[src/rtl/ahb_bridge_pkg.sv]
// Shared encodings, FSM state type and default address map for the AHB2APB bridge.
package ahb_bridge_pkg;

  typedef enum logic [1:0] {
    HTRANS_IDLE   = 2'b00,
    HTRANS_BUSY   = 2'b01,
    HTRANS_NONSEQ = 2'b10,
    HTRANS_SEQ    = 2'b11
  } htrans_e;

  typedef enum logic [1:0] {
    HRESP_OKAY  = 2'b00,
    HRESP_ERROR = 2'b01
  } hresp_e;

  typedef enum logic [1:0] {
    ST_IDLE,
    ST_XFER,
    ST_ERR1,
    ST_ERR2
  } state_e;

  localparam logic [31:0] DEF_BASE_ADDR   = 32'h8000_0000;
  localparam logic [31:0] DEF_REGION_SIZE = 32'h0400_0000;

  // Only NONSEQ and SEQ carry a real transfer.
  function automatic logic is_active(input logic [1:0] htrans);
    return (htrans == HTRANS_NONSEQ) || (htrans == HTRANS_SEQ);
  endfunction

endpackage

[src/rtl/ahb_addr_decode.sv]
// Combinational decode of HADDR into NUM_SEL equal power-of-two regions above BASE_ADDR.
module ahb_addr_decode
  import ahb_bridge_pkg::*;
#(
  parameter int unsigned          ADDR_W      = 32,
  parameter int unsigned          NUM_SEL     = 3,
  parameter logic [ADDR_W-1:0]    BASE_ADDR   = ADDR_W'(DEF_BASE_ADDR),
  parameter logic [ADDR_W-1:0]    REGION_SIZE = ADDR_W'(DEF_REGION_SIZE)
) (
  input  logic [ADDR_W-1:0]  HADDR,
  output logic               mapped,
  output logic [NUM_SEL-1:0] sel
);

  localparam int unsigned    SHIFT = $clog2(REGION_SIZE);
  // One extra bit so the span end cannot wrap for large maps.
  localparam logic [ADDR_W:0] SPAN = (ADDR_W+1)'(NUM_SEL) * (ADDR_W+1)'(REGION_SIZE);

  logic [ADDR_W-1:0] offset;
  logic [ADDR_W-1:0] region;

  assign offset = HADDR - BASE_ADDR;
  assign region = offset >> SHIFT;
  assign mapped = (HADDR >= BASE_ADDR) && ({1'b0, offset} < SPAN);

  always_comb begin
    sel = '0;
    for (int i = 0; i < NUM_SEL; i++) begin
      sel[i] = mapped && (region == ADDR_W'(i));
    end
  end

endmodule

[src/rtl/ahb_slave_if_ws.sv]
// AHB-Lite slave front end: decodes, holds the transfer and stalls until the APB side is done.
// Define AHB_SLV_ERR_RESP_EN to answer unmapped addresses with the two-cycle ERROR response.
module ahb_slave_if_ws
  import ahb_bridge_pkg::*;
#(
  parameter int unsigned       ADDR_W      = 32,
  parameter int unsigned       DATA_W      = 32,
  parameter int unsigned       NUM_SEL     = 3,
  parameter logic [ADDR_W-1:0] BASE_ADDR   = ADDR_W'(DEF_BASE_ADDR),
  parameter logic [ADDR_W-1:0] REGION_SIZE = ADDR_W'(DEF_REGION_SIZE)
) (
  input  logic               HCLK,
  input  logic               HRESET,
  input  logic [ADDR_W-1:0]  HADDR,
  input  logic [DATA_W-1:0]  HWDATA,
  input  logic [1:0]         HTRANS,
  input  logic               HWRITE,
  input  logic [2:0]         HSIZE,
  input  logic               HREADYin,
  output logic               HREADYout,
  output logic [1:0]         HRESP,
  output logic [DATA_W-1:0]  HRDATA,
  input  logic [DATA_W-1:0]  PRDATA,
  input  logic               apb_done,
  output logic               valid,
  output logic [ADDR_W-1:0]  HADDR_q,
  output logic [DATA_W-1:0]  HWDATA_q,
  output logic               HWRITEreg,
  output logic [2:0]         HSIZEreg,
  output logic [NUM_SEL-1:0] TEMP_SEL
);

  state_e             state;
  logic               mapped;
  logic [NUM_SEL-1:0] sel;
  logic               accept;

  ahb_addr_decode #(
    .ADDR_W      (ADDR_W),
    .NUM_SEL     (NUM_SEL),
    .BASE_ADDR   (BASE_ADDR),
    .REGION_SIZE (REGION_SIZE)
  ) u_decode (
    .HADDR  (HADDR),
    .mapped (mapped),
    .sel    (sel)
  );

  assign accept = HREADYin && is_active(HTRANS);

  // Ready follows the APB side during a transfer; only the first ERROR cycle stalls otherwise.
  assign HREADYout = (state == ST_XFER) ? apb_done : (state != ST_ERR1);
  assign HRDATA    = PRDATA;

`ifdef AHB_SLV_ERR_RESP_EN
  hresp_e hresp_q;
  assign HRESP = hresp_q;
`else
  assign HRESP = HRESP_OKAY;
`endif

  always_ff @(posedge HCLK) begin
    if (HRESET) begin
      state     <= ST_IDLE;
      valid     <= 1'b0;
      HADDR_q   <= '0;
      HWDATA_q  <= '0;
      HWRITEreg <= 1'b0;
      HSIZEreg  <= '0;
      TEMP_SEL  <= '0;
`ifdef AHB_SLV_ERR_RESP_EN
      hresp_q   <= HRESP_OKAY;
`endif
    end else begin
      // Master keeps write data stable across wait states.
      if (state == ST_XFER) HWDATA_q <= HWDATA;

`ifdef AHB_SLV_ERR_RESP_EN
      if (state == ST_ERR1) begin
        state   <= ST_ERR2;
        hresp_q <= HRESP_ERROR;
      end else
`endif
      if (HREADYout) begin
`ifdef AHB_SLV_ERR_RESP_EN
        hresp_q <= HRESP_OKAY;
`endif
        if (accept && mapped) begin
          state     <= ST_XFER;
          valid     <= 1'b1;
          HADDR_q   <= HADDR;
          HWRITEreg <= HWRITE;
          HSIZEreg  <= HSIZE;
          TEMP_SEL  <= sel;
        end
`ifdef AHB_SLV_ERR_RESP_EN
        else if (accept) begin
          state   <= ST_ERR1;
          valid   <= 1'b0;
          hresp_q <= HRESP_ERROR;
        end
`endif
        else begin
          state <= ST_IDLE;
          valid <= 1'b0;
        end
      end
    end
  end

endmodule

[config.mk]
export PLATFORM = sky130hd
export DESIGN_NAME = ahb_slave_if_ws
export DESIGN_NICKNAME = d
export VERILOG_FILES = /design/src/rtl/ahb_bridge_pkg.sv /design/src/rtl/ahb_addr_decode.sv /design/src/rtl/ahb_slave_if_ws.sv
export SDC_FILE = /design/constraint.sdc
export NUM_CORES = 1
export LEC_CHECK = 0
export BUFFER_PORTS_ARGS = -buffer_cell sky130_fd_sc_hd__buf_2
export CAP_MARGIN = 30
export CELL_PAD_IN_SITES_DETAIL_PLACEMENT = 1
export CELL_PAD_IN_SITES_GLOBAL_PLACEMENT = 1
export CORE_MARGIN = 3
export CORE_UTILIZATION = 32
export CTS_CLUSTER_SIZE = 20
export DETAILED_ROUTE_END_ITERATION = 8
export HOLD_SLACK_MARGIN = 0.02
export PLACE_DENSITY_LB_ADDON = 0.1
export SETUP_SLACK_MARGIN = 0.2
export SLEW_MARGIN = 20
export SYNTH_ARGS = -nofsm -noshare
export SYNTH_HDL_FRONTEND = slang
export SYNTH_SLANG_ARGS = --single-unit
export TNS_END_PERCENT = 5
[constraint.sdc]
create_clock -name HCLK -period 3.3 [get_ports HCLK]
set_input_delay 0.165 -clock HCLK [delete_from_list [all_inputs] [get_ports HCLK]]
set_output_delay 0.165 -clock HCLK [all_outputs]
set_load 0.01 [all_outputs]
==> results.ini <==
[timing]
skew_ns = 0.00617
finalMaxSlewViolations = 0
grt_setup_unrepaired = no
whs_ns = 0.0662
period_share = 0.576
slew_headroom = 0.566
worstMarginPinSlew_ns = 0.651
period_needed_ns = 1.90
finalSetupTns_ns = 0
max_freq_ghz = 0.526
setup_viol = 0
hold_viol = 0

[setup_path]
critPathMaxFanout = 19
worst_setup_path_start_kind = flop
required_ns = 3.56
end_kind = flop
worstPathArrival_ns = 2.16
path_class = flop to flop
reg2reg_slack_ns = 1.40

[die]
initial_utilization = 0.336
core_area_mm2 = 0.00942
num_io_pins = 213
fp.dieW_um = 105
dieHeight_um = 105
die_area_mm2 = 0.0111
rows = 35

[pwr]
combPwrFrac = 0.056
powerDensity_mw_per_mm2 = 473
internal-power_uw = 1530
vdd_drop_max_mv = 0.233
seqPwrFrac = 0.461
p_leak_uw = 0.00179
switching_share = 0.193
p_switching_uw = 367
pwr-share-clk = 0.483
finalPower_uw = 1900

[route]
vias_per_cell = 4.32
vias = 2371
drtIter0Drc = 37
wl_per_cell_um = 13.6
drt.antenna.violating_nets = 0
drt_first_pass_iters = 4
drc = 0
wl_um = 7490

[finish]
final_common_cell = buf_2
syn_to_final_growth_pct = 26.9
final_nets = 521
layout-drive-gt1-share = 0.405
final_cell_mix = buf_2 (145), dfxtp_1 (71), mux2i_1 (66)
num_antenna_cells = 0
fillerInstances = 1122

[global_routing]
antenna_found_initial = 1
grt_pass1_vias = 2438
grt_overflow = 0
track_usage = 0.136
grt_start_max_net_pins = 76
grt_pass1_wl_um = 12100

[logic_synthesis]
ys_seq_area_frac = 0.456
syn_inst = 307
synth_area_per_cell_um2 = 10.3
synth_seq_cells = 72
syn_area_mm2 = 0.00316
yosysUniqueCellTypes = 22
yosys_warnings = 0

[clock_network]
cts_tree = yes
ctsResizeCount = 0
clk_pin_slew_ns = 0.07
clockBufferDepth = 2
cts.htree.levels = 3
cts_hold_buf = 0
clk_latency_ns = 0.33
postCtsSetupRepairBufs = 0
cts_buffers = 9
clockRootBuffer = clkbuf_8
clock-sinks = 72

[placement]
dp_hpwl_um = 5610
gp_congestion = 0.638
portBuffers = 145

[job]
drv_cap = 0

[min_path]
hold_path.class = primary input to flop

[status]
status = completed

## per-layer routing
layer | GRT usage | share of wire | vias up
met1 | 0.149 | 0.41 | 1076
met2 | 0.228 | 0.48 | 106
met4 | 0.0515 | 0.013 | 2
met3 | 0.0643 | 0.10 | 15
li1 | - | - | 1172
met5 | 0 | 0.00093 | -
## worst paths after layout
check / depth (start not counted) / end / from
max: 4 / HADDR_q[23] / valid
min: 3 / HWDATA_q[28] / HWDATA[28]
max reg2reg: 4 / HADDR_q[23] / valid
min reg2reg: 2 / HADDR_q[31] / HADDR_q[31]
## cell usage after synthesis, drive strengths merged
cell type	count	area share
a21oi	2	0.0032
and4b	1	0.0032
buf	46	0.12
clkbuf	7	0.0083
conb	1	0.0012
dfxtp	72	0.46
inv	1	0.0012
mux2	1	0.0036
mux2i	66	0.21
nand2	3	0.0036
nand2b	66	0.13
nand4	1	0.0020
nand4b	1	0.0047
nor2	33	0.039
nor2b	1	0.0020
nor3	1	0.0016
nor3b	3	0.0071
nor4b	1	0.0075
## sequential cells by signal, indices dropped and copies added (netlist names)
signal     cells
HWRITEreg      1
HSIZEreg       3
valid          1
HADDR_q       32
HWDATA_q      32
TEMP_SEL       3
## worst max-delay path: stages, from the launching register on
cell	delay, ns
dfxtp_2	0.49
nand2b_2	0.19
and4b_2	0.69
buf_16	0.24
mux2i_1	0.19
## kinds of logic (layout without fill, tap and decap cells)
family | after synthesis | count (layout) | synth area share
simple gates | 111 | 111 | 0.202
mux | 67 | 67 | 0.212
flops | 72 | 72 | 0.456
compound gates | 2 | 2 | 0.00316
other cells | 1 | 2 | 0.00119
buf+inv | 54 | 166 | 0.125
## power groups by stage
| stage | Clock, uW | Sequential (uW) | Combinational [uW] |
|---|---|---|---|
| 3_5_place_dp | 0 | 896 | 107 |
| 2_1_floorplan | 0 | 897 | 90.9 |
| 5_1_grt | 990 | 876 | 120 |
| 6_report | 918 | 875 | 107 |
| 4_1_cts | 957 | 875 | 107 |
| 3_3_place_gp | 0 | 896 | 102 |
## final cells by class
cell class	count	area, um^2	share of cell area
clock inverter	5	128	0.0318
timing repair buffer	149	808	0.201
sequential	72	1440	0.359
inverter	1	3.75	0.000935
multi-input combinational	182	1330	0.331
tap	129	161	0.0402
clock buffer	11	141	0.0352
## metrics by stage
stage	std cells	cell area (um^2)	utilization	setup WS, ns
finish	549	4020	0.426	1.40
global placement	530	3670	0.390	1.04
global route	549	4020	0.426	1.26
floorplan	308	3170	-	1.93
detailed placement	532	3730	0.396	1.36
CTS	548	4000	0.424	1.35
Power figures use the tool's default switching activity.
